==> src/rtl/stream_split_pkg.sv <==
// Shared definitions for the stream channel splitter.
// Contents:
//   MaxCh          - largest supported channel count
//   MaxCntW        - widest supported drop counter
//   cnt_sat_t      - container type for the drop counter saturation value
//   ch_offset()    - bit offset of a channel's slice in a flattened data bus
//   cnt_sat_value()- all-ones saturation value for a counter of given width
package stream_split_pkg;

  localparam int unsigned MaxCh   = 16;
  localparam int unsigned MaxCntW = 32;

  typedef logic [MaxCntW-1:0] cnt_sat_t;

  function automatic int unsigned ch_offset(input int unsigned ch, input int unsigned width);
    return ch * width;
  endfunction

  function automatic cnt_sat_t cnt_sat_value(input int unsigned width);
    cnt_sat_t v;
    v = '0;
    for (int unsigned i = 0; i < MaxCntW; i++) begin
      if (i < width) v[i] = 1'b1;
    end
    return v;
  endfunction

endpackage

==> src/rtl/split_slot.sv <==
// One-entry register slice for a single splitter output channel.
// Ports:
//   clk, rst_n - clock and asynchronous active-low reset
//   load_i     - capture data_i this cycle (caller guarantees the slot is free)
//   data_i     - word to capture
//   ready_i    - downstream consumer ready
//   valid_o    - slot holds a word
//   data_o     - held word; stable while valid_o && !ready_i
module split_slot
  import stream_split_pkg::*;
#(
  parameter int unsigned DATA_W = 8
) (
  input  logic              clk,
  input  logic              rst_n,
  input  logic              load_i,
  input  logic [DATA_W-1:0] data_i,
  input  logic              ready_i,
  output logic              valid_o,
  output logic [DATA_W-1:0] data_o
);

  logic              valid_d, valid_q;
  logic [DATA_W-1:0] data_d, data_q;

  always_comb begin
    valid_d = valid_q;
    data_d  = data_q;
    if (load_i) begin
      // A load may coincide with a drain; the new word simply replaces the old.
      valid_d = 1'b1;
      data_d  = data_i;
    end else if (valid_q && ready_i) begin
      valid_d = 1'b0;
    end
  end

  always_ff @(posedge clk or negedge rst_n) begin
    if (!rst_n) begin
      valid_q <= 1'b0;
      data_q  <= '0;
    end else begin
      valid_q <= valid_d;
      data_q  <= data_d;
    end
  end

  assign valid_o = valid_q;
  assign data_o  = data_q;

endmodule

==> src/rtl/stream_channel_splitter.sv <==
// 1-to-NUM_CH valid/ready stream demultiplexer with broadcast and drop counting.
// Ports:
//   clk, rst_n        - clock and asynchronous active-low reset
//   in_valid/in_ready - input handshake; in_ready never depends on in_valid
//   in_data           - input word
//   in_sel            - target channel (ignored when in_bcast)
//   in_bcast          - send to every enabled channel at once
//   ch_enable         - per-channel enable mask
//   out_valid/ready   - per-channel output handshake
//   out_data          - channel k at [k*DATA_W +: DATA_W]
//   drop_count        - saturating count of words with an empty target set
//   clr_drop          - synchronous clear of drop_count, wins over an increment
module stream_channel_splitter
  import stream_split_pkg::*;
#(
  parameter int unsigned DATA_W = 8,
  parameter int unsigned NUM_CH = 4,
  // Derived; leave at default.
  parameter int unsigned SEL_W  = $clog2(NUM_CH),
  parameter int unsigned CNT_W  = 16
) (
  input  logic                     clk,
  input  logic                     rst_n,
  input  logic                     in_valid,
  output logic                     in_ready,
  input  logic [DATA_W-1:0]        in_data,
  input  logic [SEL_W-1:0]         in_sel,
  input  logic                     in_bcast,
  input  logic [NUM_CH-1:0]        ch_enable,
  output logic [NUM_CH-1:0]        out_valid,
  input  logic [NUM_CH-1:0]        out_ready,
  output logic [NUM_CH*DATA_W-1:0] out_data,
  output logic [CNT_W-1:0]         drop_count,
  input  logic                     clr_drop
);

  localparam cnt_sat_t         CntSat = cnt_sat_value(CNT_W);
  localparam logic [CNT_W-1:0] CntMax = CntSat[CNT_W-1:0];

  logic [NUM_CH-1:0] sel_hit;
  logic [NUM_CH-1:0] target;
  logic [NUM_CH-1:0] slot_free;
  logic [NUM_CH-1:0] load;
  logic              accept;
  logic              drop;
  logic [CNT_W-1:0]  drop_count_d, drop_count_q;

  // An out-of-range in_sel matches no channel, so its target set is empty.
  always_comb begin
    sel_hit = '0;
    for (int unsigned k = 0; k < NUM_CH; k++) begin
      sel_hit[k] = (in_sel == SEL_W'(k));
    end
  end

  assign target    = in_bcast ? ch_enable : (sel_hit & ch_enable);
  assign slot_free = ~out_valid | out_ready;

  // Every targeted slot must be free so a broadcast is never split across cycles.
  assign in_ready = &(slot_free | ~target);
  assign accept   = in_valid && in_ready;
  assign load     = target & {NUM_CH{accept}};
  assign drop     = accept && (target == '0);

  always_comb begin
    drop_count_d = drop_count_q;
    if (clr_drop) begin
      drop_count_d = '0;
    end else if (drop && (drop_count_q != CntMax)) begin
      drop_count_d = drop_count_q + CNT_W'(1);
    end
  end

  always_ff @(posedge clk or negedge rst_n) begin
    if (!rst_n) begin
      drop_count_q <= '0;
    end else begin
      drop_count_q <= drop_count_d;
    end
  end

  assign drop_count = drop_count_q;

  for (genvar k = 0; k < NUM_CH; k++) begin : g_slot
    split_slot #(
      .DATA_W (DATA_W)
    ) u_slot (
      .clk     (clk),
      .rst_n   (rst_n),
      .load_i  (load[k]),
      .data_i  (in_data),
      .ready_i (out_ready[k]),
      .valid_o (out_valid[k]),
      .data_o  (out_data[ch_offset(k, DATA_W) +: DATA_W])
    );
  end

endmodule
==> config.mk <==
export PLATFORM = sky130hd
export DESIGN_NAME = stream_channel_splitter
export DESIGN_NICKNAME = d
export VERILOG_FILES = /design/src/rtl/stream_split_pkg.sv /design/src/rtl/split_slot.sv /design/src/rtl/stream_channel_splitter.sv
export SDC_FILE = /design/constraint.sdc
export NUM_CORES = 1
export LEC_CHECK = 0
export BUFFER_PORTS_ARGS = -buffer_cell sky130_fd_sc_hd__buf_4
export CORE_UTILIZATION = 52
export CTS_BUF_LIST = sky130_fd_sc_hd__clkbuf_8
export DETAILED_ROUTE_END_ITERATION = 10
export PLACE_DENSITY = 0.81
export SETUP_SLACK_MARGIN = 0.15
export SLEW_MARGIN = 20
export SYNTH_ARGS = -nofsm -noshare
export SYNTH_HDL_FRONTEND = slang
export SYNTH_SLANG_ARGS = --single-unit
export TNS_END_PERCENT = 30
==> constraint.sdc <==
create_clock -name clk -period 2.65 [get_ports clk]
set_input_delay 0.1325 -clock clk [delete_from_list [all_inputs] [get_ports clk]]
set_output_delay 0.1325 -clock clk [all_outputs]
set_load 0.02 [all_outputs]
==> results of run 1 <==
routing by layer:
metal / global-route usage, % / wire [um] / share of wire [%]
met1: 27.7 / 2230 / 42
met2: 38.8 / 2600 / 49
met3: 7.65 / 384 / 7.3
met4: 7.33 / 74 / 1.4
met5: 0 / 0 / 0
sequential cells by signal, summed over array words and instances, names as in the netlist:
| register | flops |
|---|---|
| drop_count | 16 |
| g_slot.u_slot.valid_o | 4 |
| g_slot.u_slot.data_o | 32 |
cells in the mapped netlist, types with 2 or more instances:
cell type	number	area share, %
dfrtp_1	52	54
mux2_2	34	16
o21ai_0	14	2.9
a21oi_1	11	2.3
inv_1	8	1.3
nand3_1	8	1.7
nor2_1	8	1.3
buf_4	7	2.2
or3_1	7	1.8
nand2_1	5	0.78
and3_1	4	1.0
nor2b_1	3	0.78
or4_1	3	0.94
and2b_1	2	0.63
buf_6	2	0.94
clkbuf_1	2	0.31
nand2b_1	2	0.52
nand4_1	2	0.52
nor3b_1	2	0.63
o2111ai_1	2	0.73
o31ai_1	2	0.63
or4b_1	2	0.84
report_power, final:
part           switching (mW)  total, mW  internal [mW]
Sequential             0.0696      0.991          0.922
Combinational           0.325      0.619          0.294
Clock                   0.258      0.467          0.209
logic make-up after synthesis:
kind of cell / Yosys count / synth area share [%]
and+or+nand+nor: 57 / 15.1
DFF: 52 / 54.3
muxes: 36 / 17.0
AOI/OAI and AO/OA: 33 / 7.73
xor gates and xnor gates: 1 / 0.366
buffers and inverters: 20 / 4.91
adders and majority gates: 1 / 0.522
critical path, cell delays in order (launching register included):
cell      delay, ps
dfrtp_1         360
inv_1            50
or4b_1          520
and4_4          180
and2_1          240
nand2b_1        390
mux2_2          390
cells in the final DEF (no fill, tap or decap), types with 3 or more instances in the layout:
cell type,n
dfrtp_1,52
nand2_1,5
or4_1,3
nand3_1,8
o21ai_0,14
mux2_2,34
or3_1,7
nor2_1,8
a21oi_1,11
clkbuf_8,6
and3_1,4
nor2b_1,3
buf_4,76
inv_1,9
area by class of cell:
cell class                      count  area share (%)
Sequential cell                    52            42.7
Multi-Input combinational cell    128            32.0
Timing Repair Buffer               77            19.1
Clock buffer                        6            2.71
Tap cell                           52            2.14
Inverter                            8           0.986
Clock inverter                      2           0.370
what timing repair did:
item,CTS,global route
hold endpoints to repair,52,0
resized for setup,0,0
hold buffers,1,0
worst min-delay path by stage:
stage / from / end / slack (ps) / cells after the start
after global routing: out_ready[0] / g_slot[0].u_slot.valid_o / 20 / 2
final: out_ready[3] / g_slot[3].u_slot.valid_o / 8 / 2
after detailed placement: rst_n / drop_count[11] / 200 / 1
after global placement: rst_n / drop_count[13] / 200 / 1
after CTS: out_ready[0] / g_slot[0].u_slot.valid_o / 8 / 2
after floorplan: rst_n / drop_count[0] / -160 / 0
through the flow:
stage	setup WS [ps]	util [%]	hold slack (ps)	total power, mW	cells
final	397	69.5	7.61	2.08	325
after global routing	282	69.5	19.2	2.17	325
after CTS	369	69.5	7.82	2.09	325
after detailed placement	382	67.1	202	1.63	316
after global placement	450	67.1	200	1.61	316
after floorplan	491	-	-163	1.34	200
==> impl_metrics.csv, run 1 <==
group,metric,value,unit
run_status,status,"finished, final reports clean",
job,timing.max_cap.violations,0,
power_and_ir_drop,leakage,1.43,nW
timing,hold_violations,0,
clocking,cts-buffers-inserted,5,
critical_path,cp-startpoint,"g_slot[3].u_slot.valid_o",
clocking,clkTransAtPathRegs,90,ps
cells_and_area,fin_nets,296,
yosys,synth-edff-count,0,
yosys,yosysWarnings,0,
timing,post-route-min-period,2250,ps
clocking,cts_buffer_depth,2,
critical_path,crit_arrival,2450,ps
routing,drt-initial-drc-count,84,
global_routing,grt_overflow,0,
routing,wl_per_cell,16.3,um
routing,drc_errors,0,
cells_and_area,final-seq-area,1300,um^2
cells_and_area,multi_input_area,976,um^2
timing,finClkSkew,3.85,ps
cells_and_area,area_delta_synth_final,27.2,%
yosys,syn-num-nets,224,
critical_path,worstReg2RegEnd,"g_slot[1].u_slot.data_o[4]",
critical_path,r2r-start,"g_slot[3].u_slot.valid_o",
clocking,clk_latency,300,ps
floorplanning,die_h,69.9,um
yosys,synth-main-ff-cell,"dfrtp_1",
floorplanning,fp.dieW,69.9,um
floorplanning,rows,24,
min_path,hold_class,"in -> reg",
clocking,cts-root-buf,"clkbuf_8",
clocking,htreeDepth,2,
global_routing,grt_pass1_vias,1851,
clocking,post_cts_buffers,0,
global_routing,grt_usage,22.9,%
critical_path,path_max_fanout,9,
critical_path,cp.required,2840,ps
critical_path,reg2regPathDepth,6,
timing,relSlewSlack,57.9,%
routing,wirelength,5290,um
floorplanning,pin_count,76,
timing,finalSetupViolations,0,
cells_and_area,fillerInstances,342,
floorplanning,die_area,4880,um^2
critical_path,cp-endpoint,"g_slot[1].u_slot.data_o[4]",
timing,fin_tns_setup,0,ps
timing,fin_crit_sh,85.0,%
placed_design,hpwl,3770,um
global_routing,grt_pass1_wl,8780,um
clocking,cts_tree,"done",
yosys,synth_cell_types,40,
timing,fmax,444,MHz
yosys,synth-seq-cells,52,
clocking,cts_sinks,52,
timing,tightest_slew,631,ps
yosys,syn_avg_cell_area,12.0,um^2
floorplanning,core_area,4380,um^2
placed_design,placed_area,2940,um^2
global_routing,antenna_found_initial,0,
yosys,synthCells,200,
global_routing,grt_start_max_net_pins,53,
cells_and_area,final_area,3050,um^2
critical_path,crit_type,"reg -> reg",
routing,routed_via_density,5.60,
routing,final_antenna_net_count,0,
timing,grt_setup_unrepaired,"false",
routing,vias,1821,
yosys,syn_area,2390,um^2
placed_design,gp_congestion,0.810,
critical_path,endpoint_kind,"flip-flop",
power_and_ir_drop,powerDensity,682,nW/um^2
yosys,ys_seq_area_share,54.3,%
placed_design,io_buffers,75,
critical_path,reg2reg_slack,400,ps
critical_path,start_kind,"flip-flop",
cells_and_area,insertedDiodeCount,0,
cells_and_area,drive_gt1_share,44.3,%
routing,drtPass1Iterations,4,
yosys,async_reset_ff_share,100,%
floorplanning,start_util,54.6,%
timing,drv_slew,0,
power_and_ir_drop,ir_worst_vdd,0.453,mV
Note: power is estimated with default switching activity, not from simulation.
==> run 2: changes to the inputs <==
Settings changed: CORE_ASPECT_RATIO set to 0.9.
==> run 2 against run 1 <==
  * Setup slack worse by 38 ps
  * Die area hardly changed
  * Sequential share of layout area is 0.11 points lower
  * Critical path type unchanged
  * Sequential power hardly changed
==> impl_metrics.csv, run 2 (synthesized netlist as in run 1, its figures left out) <==
group,metric,value,unit
run_status,status,"finished, final reports clean",
critical_path,start_kind,"flip-flop",
routing,drt-initial-drc-count,109,
power_and_ir_drop,leakage,1.43,nW
timing,finClkSkew,8.78,ps
timing,hold_violations,0,
timing,drv_slew,0,
timing,fin_crit_sh,86.5,%
placed_design,hpwl,3740,um
critical_path,max_stage_delay,440,ps
clocking,cts_hold_buffers,1,
cells_and_area,insertedDiodeCount,0,
critical_path,cp.required,2840,ps
min_path,hold_class,"in -> reg",
critical_path,worstReg2RegEnd,"drop_count[5]",
floorplanning,rows,23,
clocking,cts-root-buf,"clkbuf_8",
job,timing.max_cap.violations,0,
critical_path,worst_path_dominant_cell_family,"simple AND/OR/NAND/NOR gates",
global_routing,grt_start_max_net_pins,53,
clocking,clk_latency,300,ps
timing,fmax,436,MHz
placed_design,pre_cts_slack,410,ps
clocking,post_cts_buffers,0,
cells_and_area,final_common_cell,"buf_4",
critical_path,r2r-start,"drop_count[0]",
cells_and_area,area_delta_synth_final,27.5,%
clocking,cts-buffers-inserted,5,
critical_path,endpoint_kind,"flip-flop",
floorplanning,fp.dieW,73.5,um
power_and_ir_drop,ir_worst_vdd,0.490,mV
global_routing,antenna_found_initial,0,
timing,fin_tns_setup,0,ps
routing,vias,1837,
min_path,hold_depth,2,
timing,post-route-min-period,2290,ps
routing,wirelength,5210,um
clocking,cts_sinks,52,
global_routing,grt_usage,21.9,%
global_routing,grt_pass1_vias,1685,
clocking,cts_buffer_depth,2,
timing,setup_ws,359,ps
global_routing,grt_overflow,0,
timing,finalSetupViolations,0,
timing,grt_setup_unrepaired,"false",
critical_path,path_max_fanout,26,
min_path,min_to,"g_slot[0].u_slot.valid_o",
critical_path,reg2regPathDepth,8,
floorplanning,core_area,4430,um^2
critical_path,reg2reg_slack,360,ps
routing,final_antenna_net_count,0,
floorplanning,pin_count,76,
floorplanning,die_h,66.4,um
critical_path,critPathBufInv,1,
critical_path,crit_type,"reg -> reg",
cells_and_area,drive_gt1_share,44.3,%
placed_design,gp_congestion,0.800,
critical_path,path_cells,"ha_1, nand3_1, nor3b_1, and3_1, nand4bb_1, buf_4, nor3_1, mux2_2",
routing,routed_via_density,5.48,
floorplanning,die_area,4880,um^2
clocking,htreeDepth,2,
floorplanning,start_util,54.0,%
min_path,hold_start,"out_ready[0]",
clocking,ctsResizeCount,0,
cells_and_area,largest_register_ffs,32,
clocking,clkTransAtPathRegs,100,ps
critical_path,crit_arrival,2480,ps
timing,tightest_slew,643,ps
critical_path,cp_slowest_cell,"dfrtp_1",
clocking,cts_tree,"done",
power_and_ir_drop,powerDensity,670,nW/um^2
cells_and_area,fin_nets,296,
routing,drtPass1Iterations,4,
global_routing,grt_pass1_wl,8090,um
timing,relSlewSlack,57.1,%
placed_design,io_buffers,75,
routing,drc_errors,0,
routing,wl_per_cell,15.5,um
cells_and_area,final_cell_mix,"buf_4 (76), dfrtp_1 (52), mux2_2 (34), o21ai_0 (14), a21oi_1 (11)",
run 2: cell count changes in the layout (fill, tap and decap cells not counted):
cell and change:
clkbuf_8 -1, clkinv_4 +1
run 2: worst max-delay path by stage:
stage	start	endpoint	slack, ps	depth (start not counted)
after floorplan	drop_count[0]	drop_count[1]	490	10
after global placement	g_slot[3].u_slot.valid_o	g_slot[1].u_slot.data_o[1]	440	6
after detailed placement	drop_count[0]	drop_count[5]	410	8
after CTS	drop_count[0]	drop_count[5]	370	8
after global routing	drop_count[0]	drop_count[5]	160	8
final	drop_count[0]	drop_count[5]	360	8
run 2: cell type report:
class	instances	area, um^2
clock buffers	5	68.8
clock inverters	3	20.0
fillers	360	1380
inverters	8	30.0
multi-input cells	128	976
flip-flops and latches	52	1300
well taps	62	77.6
repair buffers	77	581
run 2: per-layer routing:
metal	global-route usage [%]	part of all wire (%)	vias to the layer above
li1	-	-	863
met5	0	0	-
met3	3.51	4.1	10
met2	33.3	47	54
met4	8.17	2.5	0
met1	31.7	46	910
run 2: per-stage QoR:
stage / cells / hold slack, ps / power [mW] / util [%] / cell area (um^2)
after floorplan: 200 / -163 / 1.34 / - / 2390
after global placement: 326 / 205 / 1.61 / 66.7 / 2960
after detailed placement: 326 / 205 / 1.63 / 66.7 / 2960
after CTS: 335 / 3.74 / 2.06 / 68.9 / 3050
after global routing: 335 / 28.6 / 2.14 / 68.9 / 3050
final: 335 / 15.5 / 2.05 / 68.9 / 3050
run 2: worst reg2reg max path, stage by stage, from the launching register on:
cell and delay [ps]:
dfrtp_1 440, ha_1 190, nand3_1 170, nor3b_1 390, and3_1 240, nand4bb_1 130, buf_4 270, nor3_1 100
mux2_2 270
run 2: power by group:
| group | internal, mW | switching (mW) |
|---|---|---|
| clock network | 0.185 | 0.256 |
| logic | 0.294 | 0.325 |
| registers | 0.921 | 0.0670 |
| total | 1.40 | 0.648 |
